## src/rtl/debug_uart_bridge.sv

```systemverilog
// debug_uart_bridge: UART (8N1) command front end for the core's 8-bit debug port.
// Host sends a command byte (bit7 = write, bits[2:0] = register), plus one data
// byte for writes. Reads return DEBUG_DOUT as one UART byte.
module debug_uart_bridge #(
  parameter int CLK_DIV = 434
) (
  input  logic       CLK,
  input  logic       RESET,
  input  logic       UART_RXD,
  output logic       UART_TXD,
  output logic [7:0] DEBUG_DIN,
  input  logic [7:0] DEBUG_DOUT,
  output logic [2:0] DEBUG_REG_ADDR,
  output logic       DEBUG_WRN,
  output logic       DEBUG_RDN,
  output logic       BRIDGE_BUSY,
  output logic       FRAME_ERR,
  output logic       OVERRUN
);

  localparam logic [15:0] DIV_LAST  = 16'(CLK_DIV - 1);
  localparam logic [15:0] HALF_LAST = 16'(CLK_DIV / 2 - 1);

  typedef enum logic [1:0] {RX_IDLE, RX_START, RX_DATA, RX_STOP} rx_state_t;
  typedef enum logic [3:0] {
    IDLE, WAIT_DATA, WR_SETUP, WR_STROBE, WR_HOLD,
    RD_SETUP, RD_STROBE1, RD_STROBE2, TX_WAIT
  } state_t;

  logic        rxd_meta_r, rxd_sync_r, rxd_prev_r;
  rx_state_t   rx_state_r, rx_state_n;
  logic [15:0] rx_cnt_r, rx_cnt_n;
  logic [2:0]  rx_bit_r, rx_bit_n;
  logic [7:0]  rx_shift_r, rx_shift_n;
  logic        rx_done_s;
  logic        hold_valid_r, consume_s, hold_full_s;
  logic [7:0]  hold_data_r;
  logic        frame_err_r, overrun_r;
  state_t      state_r, state_n;
  logic [2:0]  addr_r;
  logic [7:0]  din_r, rd_data_r;
  logic        wrn_r, rdn_r, tx_pend_r;
  logic        latch_addr_s, latch_din_s, capture_s;
  logic        tx_start_s, tx_ready_s;
  logic [7:0]  tx_data_s;
  logic        tx_busy_r, txd_r;
  logic [15:0] tx_cnt_r;
  logic [3:0]  tx_bit_r;
  logic [7:0]  tx_shift_r;

  // Two-flop synchronizer plus one delayed copy for falling-edge detection
  always_ff @(posedge CLK) begin
    if (RESET) begin
      rxd_meta_r <= 1'b1;
      rxd_sync_r <= 1'b1;
      rxd_prev_r <= 1'b1;
    end else begin
      rxd_meta_r <= UART_RXD;
      rxd_sync_r <= rxd_meta_r;
      rxd_prev_r <= rxd_sync_r;
    end
  end

  // RX sequencer next state: start check at half bit, then full-bit spacing
  always_comb begin
    rx_state_n = rx_state_r;
    rx_cnt_n   = rx_cnt_r + 16'd1;
    rx_bit_n   = rx_bit_r;
    rx_shift_n = rx_shift_r;
    rx_done_s  = 1'b0;
    case (rx_state_r)
      RX_IDLE: begin
        rx_cnt_n = 16'd0;
        if (rxd_prev_r && !rxd_sync_r) rx_state_n = RX_START;
        else                           rx_state_n = RX_IDLE;
      end
      RX_START: begin
        if (rx_cnt_r == HALF_LAST) begin
          rx_cnt_n = 16'd0;
          rx_bit_n = 3'd0;
          // A high start sample is a glitch: drop silently
          if (rxd_sync_r) rx_state_n = RX_IDLE;
          else            rx_state_n = RX_DATA;
        end else begin
          rx_state_n = RX_START;
        end
      end
      RX_DATA: begin
        if (rx_cnt_r == DIV_LAST) begin
          rx_cnt_n   = 16'd0;
          rx_shift_n = {rxd_sync_r, rx_shift_r[7:1]};
          rx_bit_n   = rx_bit_r + 3'd1;
          if (rx_bit_r == 3'd7) rx_state_n = RX_STOP;
          else                  rx_state_n = RX_DATA;
        end else begin
          rx_state_n = RX_DATA;
        end
      end
      RX_STOP: begin
        if (rx_cnt_r == DIV_LAST) begin
          rx_cnt_n   = 16'd0;
          rx_done_s  = 1'b1;
          rx_state_n = RX_IDLE;
        end else begin
          rx_state_n = RX_STOP;
        end
      end
      default: rx_state_n = RX_IDLE;
    endcase
  end

  // RX sequencer registers
  always_ff @(posedge CLK) begin
    if (RESET) begin
      rx_state_r <= RX_IDLE;
      rx_cnt_r   <= 16'd0;
      rx_bit_r   <= 3'd0;
      rx_shift_r <= 8'h00;
    end else begin
      rx_state_r <= rx_state_n;
      rx_cnt_r   <= rx_cnt_n;
      rx_bit_r   <= rx_bit_n;
      rx_shift_r <= rx_shift_n;
    end
  end

  assign consume_s   = hold_valid_r && ((state_r == IDLE) || (state_r == WAIT_DATA));
  assign hold_full_s = hold_valid_r && !consume_s;

  // Holding register and the one-cycle error pulses raised at stop-sample time
  always_ff @(posedge CLK) begin
    if (RESET) begin
      hold_valid_r <= 1'b0;
      hold_data_r  <= 8'h00;
      frame_err_r  <= 1'b0;
      overrun_r    <= 1'b0;
    end else begin
      frame_err_r <= rx_done_s && !rxd_sync_r;
      overrun_r   <= rx_done_s && rxd_sync_r && hold_full_s;
      if (rx_done_s && rxd_sync_r && !hold_full_s) begin
        hold_valid_r <= 1'b1;
        hold_data_r  <= rx_shift_r;
      end else if (consume_s) begin
        hold_valid_r <= 1'b0;
      end
    end
  end

  // TX can accept a byte when idle or on the last cycle of a stop bit
  assign tx_ready_s = !tx_busy_r || ((tx_bit_r == 4'd9) && (tx_cnt_r == DIV_LAST));

  // Parser next state and handshake decode
  always_comb begin
    state_n      = state_r;
    latch_addr_s = 1'b0;
    latch_din_s  = 1'b0;
    capture_s    = 1'b0;
    tx_start_s   = 1'b0;
    tx_data_s    = rd_data_r;
    case (state_r)
      IDLE: begin
        if (hold_valid_r) begin
          latch_addr_s = 1'b1;
          if (hold_data_r[7]) state_n = WAIT_DATA;
          else                state_n = RD_SETUP;
        end else begin
          state_n = IDLE;
        end
      end
      WAIT_DATA: begin
        if (frame_err_r) begin
          state_n = IDLE;
        end else if (hold_valid_r) begin
          latch_din_s = 1'b1;
          state_n     = WR_SETUP;
        end else begin
          state_n = WAIT_DATA;
        end
      end
      WR_SETUP:   state_n = WR_STROBE;
      WR_STROBE:  state_n = WR_HOLD;
      WR_HOLD:    state_n = IDLE;
      RD_SETUP:   state_n = RD_STROBE1;
      RD_STROBE1: state_n = RD_STROBE2;
      RD_STROBE2: begin
        // Hand DOUT straight to an idle transmitter so the start bit follows at once
        capture_s = 1'b1;
        state_n   = TX_WAIT;
        if (tx_ready_s) begin
          tx_start_s = 1'b1;
          tx_data_s  = DEBUG_DOUT;
        end else begin
          tx_start_s = 1'b0;
        end
      end
      TX_WAIT: begin
        if (!tx_pend_r) begin
          state_n = IDLE;
        end else if (tx_ready_s) begin
          tx_start_s = 1'b1;
          state_n    = IDLE;
        end else begin
          state_n = TX_WAIT;
        end
      end
      default: state_n = IDLE;
    endcase
  end

  // Parser registers; strobes are registered from the next state
  always_ff @(posedge CLK) begin
    if (RESET) begin
      state_r   <= IDLE;
      addr_r    <= 3'd0;
      din_r     <= 8'h00;
      rd_data_r <= 8'h00;
      tx_pend_r <= 1'b0;
      wrn_r     <= 1'b1;
      rdn_r     <= 1'b1;
    end else begin
      state_r <= state_n;
      if (latch_addr_s) addr_r    <= hold_data_r[2:0];
      if (latch_din_s)  din_r     <= hold_data_r;
      if (capture_s) begin
        rd_data_r <= DEBUG_DOUT;
        tx_pend_r <= !tx_start_s;
      end else if (tx_start_s) begin
        tx_pend_r <= 1'b0;
      end
      wrn_r <= (state_n != WR_STROBE);
      rdn_r <= (state_n != RD_STROBE1) && (state_n != RD_STROBE2);
    end
  end

  // Transmitter: start, 8 data LSB first, stop; each bit CLK_DIV cycles
  always_ff @(posedge CLK) begin
    if (RESET) begin
      tx_busy_r  <= 1'b0;
      txd_r      <= 1'b1;
      tx_cnt_r   <= 16'd0;
      tx_bit_r   <= 4'd0;
      tx_shift_r <= 8'h00;
    end else if (tx_start_s) begin
      tx_busy_r  <= 1'b1;
      txd_r      <= 1'b0;
      tx_cnt_r   <= 16'd0;
      tx_bit_r   <= 4'd0;
      tx_shift_r <= tx_data_s;
    end else if (tx_busy_r) begin
      if (tx_cnt_r == DIV_LAST) begin
        tx_cnt_r <= 16'd0;
        if (tx_bit_r == 4'd9) begin
          tx_busy_r <= 1'b0;
          txd_r     <= 1'b1;
        end else begin
          tx_bit_r <= tx_bit_r + 4'd1;
          txd_r    <= (tx_bit_r < 4'd8) ? tx_shift_r[tx_bit_r[2:0]] : 1'b1;
        end
      end else begin
        tx_cnt_r <= tx_cnt_r + 16'd1;
      end
    end
  end

  assign UART_TXD       = txd_r;
  assign DEBUG_DIN      = din_r;
  assign DEBUG_REG_ADDR = addr_r;
  assign DEBUG_WRN      = wrn_r;
  assign DEBUG_RDN      = rdn_r;
  assign FRAME_ERR      = frame_err_r;
  assign OVERRUN        = overrun_r;
  assign BRIDGE_BUSY    = (state_r != IDLE) || tx_busy_r;

endmodule
```

## config.mk

```make
export PLATFORM = sky130hd
export DESIGN_NAME = debug_uart_bridge
export DESIGN_NICKNAME = d
export VERILOG_FILES = /design/src/rtl/debug_uart_bridge.sv
export SDC_FILE = /design/constraint.sdc
export NUM_CORES = 1
export LEC_CHECK = 0
export CORE_ASPECT_RATIO = 0.7
export CORE_MARGIN = 2
export CORE_UTILIZATION = 50
export CTS_CLUSTER_DIAMETER = 40
export DETAILED_ROUTE_END_ITERATION = 7
export PLACE_DENSITY_LB_ADDON = 0.05
export SYNTH_ARGS = -nofsm -noshare
export SYNTH_HDL_FRONTEND = slang
export SYNTH_SLANG_ARGS = --single-unit
```

## constraint.sdc

```tcl
create_clock -name CLK -period 6.7 [get_ports CLK]
set_clock_uncertainty 0.15 [all_clocks]
set_input_delay 1.34 -clock CLK [delete_from_list [all_inputs] [get_ports CLK]]
set_output_delay 1.34 -clock CLK [all_outputs]
set_load 0.005 [all_outputs]
```

==> results of run 1 <==
## worst max path at each step
stage / depth (start not counted) / start / end / slack (ns)
finish: 3 / state_r[1] / BRIDGE_BUSY / 3.49
CTS: 3 / state_r[1] / BRIDGE_BUSY / 3.48
global placement: 5 / RESET / tx_cnt_r[1] / 3.46
detailed placement: 5 / RESET / tx_cnt_r[8] / 3.43
floorplan: 4 / RESET / OVERRUN / 4.14
global route: 3 / state_r[1] / BRIDGE_BUSY / 3.36
## per-stage QoR
step / worst slack, ns / utilization (%) / hold WS, ns / instance area, µm²
finish: 3.49 / 60.1 / 0.260 / 4810
global route: 3.36 / 60.1 / 0.278 / 4810
CTS: 3.48 / 60.1 / 0.261 / 4810
detailed placement: 3.43 / 56.2 / 0.246 / 4500
global placement: 3.46 / 56.2 / 0.242 / 4500
floorplan: 4.14 / - / 0.239 / 4190
## worst max-delay path, cell delays in order, from the launching register on
cell             delay (ns)
dfxtp_1                0.38
nor2_1                 0.39
nand3_1                0.15
clkdlybuf4s50_1        0.46
## power groups by stage
stage	Clock (µW)	Sequential, µW	Combinational, µW
floorplan	0	604	12.1
global placement	0	605	19.7
detailed placement	0	605	20.0
CTS	551	591	20.1
global route	571	591	21.7
finish	536	591	19.8
## logic make-up (layout without fill, tap and decap cells)
kind of cell | after synthesis | after routing | share of synthesized area (%)
mux | 34 | 34 | 8.87
simple gates | 199 | 199 | 23.4
fa+ha+maj | 9 | 9 | 2.69
xor+xnor | 32 | 32 | 6.69
compound gates | 44 | 44 | 7.67
flops | 99 | 99 | 47.3
buf+inv | 33 | 57 | 3.40
## registers in the layout (all words and copies together) (netlist names), 3 cells and up
register	flops
rx_shift_r	8
tx_shift_r	8
hold_data_r	8
rx_cnt_r	16
DEBUG_REG_ADDR	3
tx_cnt_r	16
rd_data_r	8
DEBUG_DIN	8
tx_bit_r	4
state_r	4
rx_bit_r	3
## metal layers
layer	wire, µm	part of all wire (%)	vias up
met5	0	0	-
met4	114	1.4	0
met3	301	3.8	10
met2	3270	42	41
met1	4180	53	1460
li1	-	-	1594
## area by class of cell
| cell class | instances | area, µm² | area share [%] |
|---|---|---|---|
| Multi-Input combinational cell | 318 | 2070 | 42.9 |
| Sequential cell | 99 | 1980 | 41.2 |
| Timing Repair Buffer | 29 | 280 | 5.82 |
| Clock buffer | 13 | 270 | 5.61 |
| Tap cell | 101 | 126 | 2.63 |
| Inverter | 12 | 45.0 | 0.936 |
| Clock inverter | 3 | 43.8 | 0.910 |
## synth_stat cells, drive strengths merged (5+ instances only)
library cell,instances
nor4,6
inv,12
mux2i,27
xnor2,16
and3,10
clkbuf,16
nand2,37
or2,5
nand4,8
nor2,74
a21oi,12
a22oi,5
buf,5
nand2b,6
dfxtp,99
and4,6
nand3,15
ha,9
nor2b,5
mux2,5
xor2,16
nor3,13
o32ai,5
## cells in the final DEF (no fill, tap or decap), types with 3 or more instances in the layout
| cell | netlist | final |
|---|---|---|
| or2_2 | 5 | 5 |
| nand3b_1 | 4 | 4 |
| and4_1 | 6 | 6 |
| nor2_1 | 73 | 73 |
| inv_1 | 12 | 12 |
| nand4_1 | 8 | 8 |
| and3_1 | 10 | 10 |
| clkdlybuf4s50_1 | 0 | 26 |
| nand3_1 | 15 | 15 |
| nor3_1 | 12 | 12 |
| mux2_2 | 5 | 5 |
| a22oi_1 | 5 | 5 |
| clkbuf_16 | 0 | 9 |
| mux2i_1 | 27 | 27 |
| nand2b_1 | 6 | 6 |
| a21oi_1 | 12 | 12 |
| xor2_1 | 16 | 16 |
| nor4_1 | 6 | 6 |
| clkbuf_8 | 0 | 3 |
| dfxtp_1 | 99 | 99 |
| o21ai_0 | 3 | 3 |
| ha_1 | 9 | 9 |
| nor2b_1 | 5 | 5 |
| nand2_1 | 37 | 37 |
| o32ai_1 | 5 | 5 |
| xnor2_1 | 16 | 16 |
==> out/qor.yml, run 1 <==
cts:
  cts_setup_buffers: 0
  ctsHoldBuffers: 0
  clk_latency_ns: 0.34
  cts_buffer_depth: 2
  cts_tree: "yes"
  htreeDepth: 3
  numCtsBuffers: 9
  cts_root_buf: "clkbuf_16"
  cts.sinks: 99
  path_clk_slew_ns: 0.07
  ctsResizeCount: 0
global_routing:
  grt_usage_pct: 18.8
  grtUsageMet3_pct: 5.89
  grt_busiest_layer: "met2"
  grt_pass1_wl_um: 13600
  overflow: 0
  antenna_found_initial: 0
  gr-usage-met1_pct: 26.2
  grt_use_met2_pct: 28.0
  grt_max_degree: 34
  first_global_vias: 2864
sta:
  min_period_ns: 3.21
  fmax_mhz: 311
  rsz0062_at_grt: "no"
  setup_viol: 0
  hold_viol_final: 0
  setup-tns-final_ns: 0
  slew_viol_final: 0
  max_slew.worst_pin.slew_ns: 0.668
  post-route-period-util_pct: 47.9
  slew_headroom_pct: 55.5
setup_path:
  arrival_ns: 1.72
  worstSetupPathType: "register to primary output"
  regToRegStartpoint: "tx_cnt_r[7]"
  r2r_cells: 5
  cp_max_fo: 8
  cp-end-kind: "primary output"
  cp-start-kind: "register"
  rrSetupSlack_ns: 4.11
  reg2reg_to: "tx_shift_r[7]"
  cp.required_ns: 5.21
synth:
  synth_warnings: 0
  synth_edf_count: 0
  yosys-top-cells-area: "dfxtp_1 47%, nor2_1 6.5%, mux2i_1 6.4%, xnor2_1 3.3%, xor2_1 3.3%"
  synth-async-reset-ratio_pct: 0
  synth_nets: 470
  synthCells: 450
  synth.distinct_cells: 53
  ys_ff_latch: 99
  syn_area_per_cell_um2: 9.31
  synth_area_um2: 4190
  ys_seq_area_share_pct: 47.3
  ys.flop_type: "dfxtp_1"
  synth.largest_area_cell: "dfxtp_1"
  yosysTopAreaCellShare_pct: 47.3
placed_design:
  hpwlAfterDp_um: 5400
  routabilityCongestion: 0.785
  io_buffers: 27
  dp.cells: 559
die:
  start_util_pct: 52.3
  die_width_um: 113
  ios: 28
  core_area_um2: 8010
  num_rows: 27
  die_h_um: 80.6
  die_area_um2: 9140
layout:
  syn2layout_area_growth_pct: 14.9
  fin_cells: 575
  drive_above_1_share_pct: 7.59
  fillCellCount: 725
  num_antenna_cells: 0
  nNetsFinal: 489
run_status:
  status: "finished, final reports clean"
pwr:
  power_frac_clock_pct: 46.7
  swShare_pct: 20.0
  leakagePower_uw: 0.00181
  power.internal_uw: 918
  seq_power_share_pct: 51.5
  pwr-share-comb_pct: 1.7
  p_switching_uw: 229
  peakVddDrop_mv: 0.174
  power_density_nw_per_um2: 238
  power.total_uw: 1150
run:
  maxCapViolations: 0
routing:
  drc_errors: 0
  num_vias: 3105
  routed_wl_um: 7870
  wl_per_cell_um: 13.7
  drt_pass1_iterations: 4
  ant_nets: 0
  drt_iter0_markers: 143
  vias_per_cell: 5.40
worst_hold_path:
  hold_start: "rxd_meta_r"
  hp-class: "register to register"
  hold_end: "rxd_sync_r"
  hold_depth: 1
Power figures use the tool's default switching activity.
==> run 2: changes to the inputs <==
==> constraint.sdc (replaced) <==
create_clock -name CLK -period 2.9 [get_ports CLK]
set_clock_uncertainty 0.15 [all_clocks]
set_input_delay 0.58 -clock CLK [delete_from_list [all_inputs] [get_ports CLK]]
set_output_delay 0.58 -clock CLK [all_outputs]
set_load 0.005 [all_outputs]
==> run 2 against run 1 <==
Via count is 1.1% lower. Critical path depth stayed put. Clock power is 110% higher. Power is 120% higher. Setup slack worse by 3.0 ns. Sequential power is 130% higher. Sequential share of layout area hardly changed. Global-route usage is 0.39 points lower. Register-to-register slack worse by 3.6 ns. Non-clock buffer count is 3 higher. Critical path type unchanged. Largest cell class unchanged.
==> out/qor.yml, run 2 (synthesized netlist as in run 1, its figures left out) <==
run_status:
  status: "finished, final reports clean"
routing:
  drt_iter0_markers: 188  # +31%
  drc_errors: 0  # unchanged
  routed_wl_um: 7680  # -2.4%
  ant_nets: 0  # unchanged
  drt_pass1_iterations: 4  # unchanged
  vias_per_cell: 5.31  # -1.6%
  wl_per_cell_um: 13.3  # -2.9%
  num_vias: 3071  # -1.1%
cts:
  path_clk_slew_ns: 0.06  # about the same
  cts_buffer_depth: 2  # unchanged
  clk_latency_ns: 0.34  # about the same
  htreeDepth: 3  # unchanged
  ctsHoldBuffers: 0  # unchanged
  numCtsBuffers: 9  # unchanged
  cts_setup_buffers: 0  # unchanged
  cts_tree: "yes"
  cts.sinks: 99  # unchanged
  ctsResizeCount: 0  # unchanged
  cts_root_buf: "clkbuf_16"
global_routing:
  overflow: 0  # unchanged
  grt_max_degree: 34  # unchanged
  grt_usage_pct: 18.4  # -0.39 points
  antenna_found_initial: 0  # unchanged
  grt_pass1_wl_um: 13300  # -2.0%
  first_global_vias: 2861  # -0.10%
worst_hold_path:
  hold_depth: 1  # unchanged
  hp-class: "register to register"
sta:
  fmax_mhz: 409
  setup_viol: 0  # unchanged
  hold_viol_final: 0  # unchanged
  post-route-period-util_pct: 84.4
  slew_viol_final: 0  # unchanged
  setup-tns-final_ns: 0  # unchanged
  max_slew.worst_pin.slew_ns: 0.662  # -0.00542 ns
  rsz0062_at_grt: "no"
  min_period_ns: 2.45
  slew_headroom_pct: 55.8  # +0.36 points
pwr:
  peakVddDrop_mv: 0.400  # +130%
  power_density_nw_per_um2: 528  # +120%
  leakagePower_uw: 0.00180  # -0.23%
layout:
  num_antenna_cells: 0  # unchanged
  top_regs: "rx_cnt_r: 16 flops, tx_cnt_r: 16 flops"
  nNetsFinal: 492  # +0.61%
  drive_above_1_share_pct: 8.39  # +0.79 points
  mostFrequentLayoutCells: "99 x dfxtp_1, 73 x nor2_1, 37 x nand2_1"
  final_area_um2: 4810  # about the same
  fin_util_pct: 60.1  # about the same
  syn2layout_area_growth_pct: 14.8  # about the same
  layout_commonest_cell: "dfxtp_1"
die:
  die_area_um2: 9140  # unchanged
  die_width_um: 113  # unchanged
  die_h_um: 80.6  # unchanged
  core_area_um2: 8010  # unchanged
  start_util_pct: 52.3  # unchanged
  ios: 28  # unchanged
  num_rows: 27  # unchanged
placed_design:
  io_buffers: 27  # unchanged
  place_area_um2: 4520  # +0.50%
  routabilityCongestion: 0.789  # +0.52%
  hpwlAfterDp_um: 5370  # -0.46%
setup_path:
  cp-start-kind: "register"
  rrSetupSlack_ns: 0.56  # -3.55 ns
  r2r_cells: 5  # unchanged
  worstSetupPathType: "register to primary output"
  cp_max_fo: 12  # +4
  cp.required_ns: 2.17  # -3.04 ns
  cp-end-kind: "primary output"
  arrival_ns: 1.72  # about the same
run:
  maxCapViolations: 0  # unchanged
## run 2: report_power, final
| group | leakage [µW] | switching, µW | internal [µW] |
|---|---|---|---|
| sequential | 0.000798 | 4.12 | 1360 |
| combinational | 0.000866 | 27.5 | 19.2 |
| clock | 0.000138 | 500 | 630 |
## run 2: worst paths after layout
| path | start | end |
|---|---|---|
| setup / recovery | tx_busy_r | BRIDGE_BUSY |
| hold / removal | rxd_meta_r | rxd_sync_r |
| setup reg to reg | tx_cnt_r[0] | tx_cnt_r[5] |
| hold reg to reg | rxd_meta_r | rxd_sync_r |
## run 2: layout make-up
class	instances	area (µm²)
repair buffers	32	303
clock buffers	11	253
clock inverters	5	37.5
multi-input cells	318	2070
fillers	731	3190
inverters	12	45.0
well taps	101	126
flip-flops and latches	99	1980
## run 2: routing by layer
layer | routed length (µm) | GRT usage [%] | vias up
met4 | 95 | 5.85 | 0
met1 | 4140 | 26.1 | 1407
met2 | 3160 | 26.6 | 48
met5 | 0 | 0 | -
li1 | - | - | 1606
met3 | 282 | 5.81 | 10
## run 2: metrics by stage
stage / setup WS (ns) / hold slack [ns] / std cells / total power (µW)
global route: 0.305 / 0.291 / 578 / 2630
CTS: 0.426 / 0.262 / 578 / 2570
detailed placement: 0.526 / 0.247 / 562 / 1440
global placement: 0.614 / 0.244 / 562 / 1440
finish: 0.453 / 0.260 / 578 / 2540
floorplan: 0.672 / 0.239 / 450 / 1420
## run 2: worst max-delay path, cell delays in order, from the launching register on
cell             delay (ns)
dfxtp_1                0.56
inv_1                  0.18
nand3_1                0.13
clkdlybuf4s50_1        0.51
